$ cat src/rtl/seq_gen_pkg.sv
// Shared encodings and constants for the serial pattern generator.
package seq_gen_pkg;

  typedef enum logic [1:0] {
    ST_IDLE = 2'b00,
    ST_SEND = 2'b01,
    ST_GAP  = 2'b10
  } state_e;

  localparam int FRAME_CNT_W = 8;
  localparam logic [FRAME_CNT_W-1:0] FRAME_CNT_MAX = 8'hFF;

endpackage

$ cat src/rtl/bit_timer.sv
// Bit-period divider: counts 0..BIT_DIV-1 while enabled, flags mid-bit and last cycle.
module bit_timer #(
  parameter int BIT_DIV = 4
) (
  input  logic clk,
  input  logic rst_n,
  input  logic clr,
  input  logic en,
  output logic mid,
  output logic last
);

  localparam int DW = (BIT_DIV > 1) ? $clog2(BIT_DIV) : 1;

  logic [DW-1:0] div_q, div_d;

  always_comb begin
    div_d = div_q;
    if (clr) begin
      div_d = '0;
    end else if (en) begin
      div_d = (div_q == DW'(BIT_DIV - 1)) ? '0 : div_q + DW'(1);
    end
  end

  assign mid  = en && (div_q == DW'(BIT_DIV / 2));
  assign last = en && (div_q == DW'(BIT_DIV - 1));

  // NOTE: state registers use non-blocking assignments so every flop samples pre-edge values.
  always_ff @(posedge clk or negedge rst_n) begin
    if (!rst_n) div_q <= '0;
    else        div_q <= div_d;
  end

endmodule

$ cat src/rtl/seq_pattern_gen.sv
// Serialises a captured pattern MSB-first with a mid-bit step strobe,
// optional repeat with inter-frame gap, abort, and a saturating frame counter.
module seq_pattern_gen
  import seq_gen_pkg::*;
#(
  parameter int PAT_W    = 8,
  parameter int BIT_DIV  = 4,
  parameter int GAP_BITS = 1,
  localparam int LW      = $clog2(PAT_W + 1)
) (
  input  logic             clk,
  input  logic             rst_n,
  input  logic             start,
  input  logic             stop,
  input  logic             repeat_en,
  input  logic [PAT_W-1:0] pattern,
  input  logic [LW-1:0]    len,
  output logic             seq_out,
  output logic             step,
  output logic             busy,
  output logic             done,
  output logic [7:0]       frame_cnt
);

  localparam int GW = (GAP_BITS > 1) ? $clog2(GAP_BITS) : 1;

  state_e                 state_q, state_d;
  logic [PAT_W-1:0]       pat_q, pat_d;     // captured pattern, left-aligned to the MSB
  logic [PAT_W-1:0]       shift_q, shift_d;
  logic [LW-1:0]          len_q, len_d;
  logic [LW-1:0]          bit_idx_q, bit_idx_d;
  logic [GW-1:0]          gap_q, gap_d;
  logic                   seq_out_q, seq_out_d;
  logic                   done_q, done_d;
  logic [FRAME_CNT_W-1:0] cnt_q, cnt_d;

  logic             tmr_clr, tmr_en, tmr_mid, tmr_last;
  logic [LW-1:0]    eff_len;
  logic [LW-1:0]    shamt;
  logic [PAT_W-1:0] aligned;

  bit_timer #(.BIT_DIV(BIT_DIV)) u_bit_timer (
    .clk  (clk),
    .rst_n(rst_n),
    .clr  (tmr_clr),
    .en   (tmr_en),
    .mid  (tmr_mid),
    .last (tmr_last)
  );

  // Out-of-range or zero length means "send the whole pattern".
  assign eff_len = ((len == '0) || (len > LW'(PAT_W))) ? LW'(PAT_W) : len;
  assign shamt   = LW'(PAT_W) - eff_len;
  assign aligned = pattern << shamt;

  assign tmr_en  = (state_q != ST_IDLE);
  assign tmr_clr = (state_q == ST_IDLE) || stop;

  // NOTE: every always_comb output gets a default first so no path can infer a latch.
  always_comb begin
    state_d   = state_q;
    pat_d     = pat_q;
    shift_d   = shift_q;
    len_d     = len_q;
    bit_idx_d = bit_idx_q;
    gap_d     = gap_q;
    seq_out_d = seq_out_q;
    done_d    = 1'b0;
    cnt_d     = cnt_q;

    unique case (state_q)
      ST_IDLE: begin
        seq_out_d = 1'b0;
        if (start && !stop) begin
          state_d   = ST_SEND;
          pat_d     = aligned;
          len_d     = eff_len;
          seq_out_d = aligned[PAT_W-1];
          shift_d   = aligned << 1;
          bit_idx_d = eff_len - LW'(1);
        end
      end

      ST_SEND: begin
        if (stop) begin
          state_d   = ST_IDLE;
          seq_out_d = 1'b0;
        end else if (tmr_last) begin
          if (bit_idx_q == '0) begin
            if (cnt_q != FRAME_CNT_MAX) cnt_d = cnt_q + FRAME_CNT_W'(1);
            if (!repeat_en) begin
              state_d   = ST_IDLE;
              seq_out_d = 1'b0;
              done_d    = 1'b1;
            end else if (GAP_BITS > 0) begin
              state_d   = ST_GAP;
              seq_out_d = 1'b0;
              gap_d     = '0;
            end else begin
              seq_out_d = pat_q[PAT_W-1];
              shift_d   = pat_q << 1;
              bit_idx_d = len_q - LW'(1);
            end
          end else begin
            seq_out_d = shift_q[PAT_W-1];
            shift_d   = shift_q << 1;
            bit_idx_d = bit_idx_q - LW'(1);
          end
        end
      end

      ST_GAP: begin
        seq_out_d = 1'b0;
        if (stop) begin
          state_d = ST_IDLE;
        end else if (tmr_last) begin
          if (gap_q == GW'(GAP_BITS - 1)) begin
            state_d   = ST_SEND;
            seq_out_d = pat_q[PAT_W-1];
            shift_d   = pat_q << 1;
            bit_idx_d = len_q - LW'(1);
          end else begin
            gap_d = gap_q + GW'(1);
          end
        end
      end

      default: begin
        state_d   = ST_IDLE;
        seq_out_d = 1'b0;
      end
    endcase
  end

  always_ff @(posedge clk or negedge rst_n) begin
    if (!rst_n) begin
      state_q   <= ST_IDLE;
      pat_q     <= '0;
      shift_q   <= '0;
      len_q     <= '0;
      bit_idx_q <= '0;
      gap_q     <= '0;
      seq_out_q <= 1'b0;
      done_q    <= 1'b0;
      cnt_q     <= '0;
    end else begin
      state_q   <= state_d;
      pat_q     <= pat_d;
      shift_q   <= shift_d;
      len_q     <= len_d;
      bit_idx_q <= bit_idx_d;
      gap_q     <= gap_d;
      seq_out_q <= seq_out_d;
      done_q    <= done_d;
      cnt_q     <= cnt_d;
    end
  end

  assign seq_out   = seq_out_q;
  assign step      = (state_q == ST_SEND) && tmr_mid;
  assign busy      = (state_q != ST_IDLE);
  assign done      = done_q;
  assign frame_cnt = cnt_q;

endmodule

$ cat config.mk
export PLATFORM = sky130hd
export DESIGN_NAME = seq_pattern_gen
export DESIGN_NICKNAME = d
export VERILOG_FILES = /design/src/rtl/seq_gen_pkg.sv /design/src/rtl/bit_timer.sv /design/src/rtl/seq_pattern_gen.sv
export SDC_FILE = /design/constraint.sdc
export NUM_CORES = 1
export LEC_CHECK = 0
export BUFFER_PORTS_ARGS = -buffer_cell sky130_fd_sc_hd__buf_2
export CELL_PAD_IN_SITES_DETAIL_PLACEMENT = 1
export CELL_PAD_IN_SITES_GLOBAL_PLACEMENT = 1
export CORE_MARGIN = 4
export CORE_UTILIZATION = 30
export CTS_CLUSTER_SIZE = 12
export DETAILED_ROUTE_END_ITERATION = 12
export PLACE_DENSITY_LB_ADDON = 0.1
export SYNTH_ARGS = -nofsm -noshare
export SYNTH_HDL_FRONTEND = slang
export SYNTH_SLANG_ARGS = --single-unit
export TNS_END_PERCENT = 5
$ cat constraint.sdc
create_clock -name clk -period 3.72 [get_ports clk]
set_input_delay 0 -clock clk [delete_from_list [all_inputs] [get_ports clk]]
set_output_delay 0 -clock clk [all_outputs]
set_load 0.01 [all_outputs]
==> results.cfg <==
[final_layout]
multi_input_area_um2 = 1290
n_antenna_cell = 0
nNetsFinal = 298
areaGrowthSynthToFinish_pct = 15.0
drive_gt1_share_pct = 20.2
n_fill_cell = 879
seq_area_um2 = 926
final_util_pct = 36.4

[synthesis]
netlist_area_um2 = 2350
async_reset_ff_share_pct = 100
synth_cells = 248
synth_top_family_by_area = compound AO/OA/AOI/OAI gates
yosys.area_share.simple_pct = 18.0
yosysMostFrequentCell = dfrtp_1
synth.top_cell.area_share_pct = 39.4
synth_fa_ha_area_share_pct = 5.33
synth_edf_count = 0
syn_nets = 275
yosys_register_bits = 37
synth_compound_area_share_pct = 18.8
yosys_warnings = 0
muxShareOfSynthArea_pct = 9.43
synth_xor_area_share_pct = 3.36
synthFlopType = dfrtp_1
synth.distinct_cells = 58
synth_seq_area_share_pct = 39.4
synthTopCellsByCount = 37 x dfrtp_1, 28 x nand2_1, 13 x clkbuf_1
synth_top_area_cell = dfrtp_1
synthTopCellsByArea = dfrtp_1 39%, ha_1 5.3%, mux2i_1 5.1%
synth_area_per_cell_um2 = 9.46

[global_route]
grt_pass1_vias = 1939
grt_max_degree = 38
grt_pass1_wl_mm = 9.72
overflow = 0
grt_usage_pct = 13.5
antenna_found_initial = 0

[floorplan]
ios = 29
dieArea_um2 = 9300
start_util_pct = 31.7
core-area_um2 = 7410
rows = 31
die_w_um = 96.5
fp.dieH_um = 96.5

[sta]
fmax_mhz = 398
max_slew_margin_pct = 41.7
finalCritPeriodShare_pct = 67.5
setup_tns_ps = 0
drv_slew = 0
worst_pin_slew_ps = 875
fin_crit_ps = 2510
hold_viol_final = 0
setup_ws_ps = 1210
fin_skew_ps = 4.40
setup_viol = 0
grt_setup_unrepaired = no

[setup_path]
critPathLaunchType = flop
end_kind = flop
crit_path_max_fanout = 22
path_class = flop to flop
rr_worst_depth = 6
cp.required_ps = 3900
crit_arrival_ps = 2690

[pwr]
ir_drop_mv = 0.281
p_leak_nw = 1.23
pwr_density_cell_nw_per_um2 = 695

[clock_network]
cts-root-buf = clkbuf_8
clockBufferDepth = 2
cts_made_buffers = 5
clk_latency_ps = 290
postCtsSetupBuffers = 0
clk_pin_slew_ps = 80
clock-sinks = 37
cts_tree = built
cts_htree_levels = 2
cts_resized = 0

[route]
ant_nets = 0
top_layer = met4
vias = 1895
drt-pass1-iter-count = 4
drt_iter0_markers = 52
met2WireLength_mm = 2.55
totalWireLength_mm = 5.78
route.detailed.drc = 0
wire_per_inst_um = 15.6
wl_met1_mm = 2.99
met3_length_um = 182
vias_per_cell = 5.11

[hold_path]
worstHoldPathCells = 3
hold_path_class = input port to flop

[run]
cap_violations = 0

[status]
status = finished clean

[place]
dp_slack_ps = 1130
dp_hpwl_mm = 4.21
io_buffers = 28
gp_congestion = 0.790
## per-stage QoR
step           instances  total power [W]  hold slack [ps]  cell area, µm²
5_1_grt              371          0.00204              124            2700
2_1_floorplan        248          0.00131             -296            2350
3_3_place_gp         360          0.00152              182            2550
4_1_cts              371          0.00191             75.1            2700
6_report             371          0.00187             83.2            2700
3_5_place_dp         360          0.00153              184            2550
## flip-flops by register name, summed over array words and instances, names as in the netlist
| signal | flops |
|---|---|
| bit_idx_q | 4 |
| done | 1 |
| frame_cnt | 8 |
| len_q | 4 |
| pat_q | 8 |
| seq_out | 1 |
| shift_q | 7 |
| state_q | 2 |
| u_bit_timer.div_q | 2 |
## critical path: stages (launching register included)
cell     delay [ps]
dfrtp_1         410
inv_1           100
ha_1            340
or3b_1          420
o21ai_1          90
nand3_1         590
a22o_1          450
## cells in the final DEF, fill, tap and decap left out, types with 4 or more instances in the layout
cell type  instances
mux2i_1           12
buf_2             28
inv_1             12
mux2_2             5
a21oi_1           10
dfrtp_1           37
nor2_1             9
xor2_1             4
o21ai_1            9
a22oi_1            5
a22o_1             4
nand2_1           28
ha_1              10
o21ai_0           10
nor3_1             6
xnor2_1            5
clkbuf_8           6
nand3_1            4
nand2b_1           4
## metal layers
layer	up-vias	track usage [%]
met4	0	3.86
met2	32	21.1
li1	944	-
met5	-	0
met1	915	19.3
met3	4	2.09
## power by group
| group | total [W] | internal, W | switching [W] |
|---|---|---|---|
| Sequential | 0.000638 | 0.000543 | 0.0000948 |
| Combinational | 0.000867 | 0.000353 | 0.000514 |
| Clock | 0.000370 | 0.000218 | 0.000152 |
| Total | 0.00187 | 0.00111 | 0.000760 |
## layout make-up
cell class              instances  area share (%)
multi-input cells             180            47.8
flip-flops and latches         37            34.3
repair buffers                 33            6.86
well taps                      99            4.59
clock buffers                   6            3.06
inverters                      14            2.04
clock inverters                 2            1.39
## worst paths after layout
check,from,slack [ps],end
min,len[1],80,len_q[1]$_DFFE_PN0P_
min in group asynchronous,rst_n,370,u_bit_timer.div_q[0]$_DFFE_PN0P_
max in group asynchronous,rst_n,2810,pat_q[7]$_DFFE_PN0P_
min reg2reg,u_bit_timer.div_q[0]$_DFFE_PN0P_,480,u_bit_timer.div_q[0]$_DFFE_PN0P_
max,state_q[0]$_DFFE_PN0P_,1210,shift_q[5]$_DFFE_PN0P_
max reg2reg,state_q[0]$_DFFE_PN0P_,1210,shift_q[5]$_DFFE_PN0P_
## logic make-up (layout without fill, tap and decap cells)
kind of cell,Yosys count,count (layout)
AO/OA/AOI/OAI,65,65
XOR/XNOR,9,9
adder cells (fa/ha/maj),10,10
buffers and inverters,31,55
flip-flops,37,37
multiplexers,19,19
AND/OR/NAND/NOR,77,77
## what timing repair did
item,CTS,global route
endpoints found under the hold margin,40,0
hold buffers,3,0
setup endpoints to repair,0,0
Note: power is estimated with default switching activity, not from simulation.
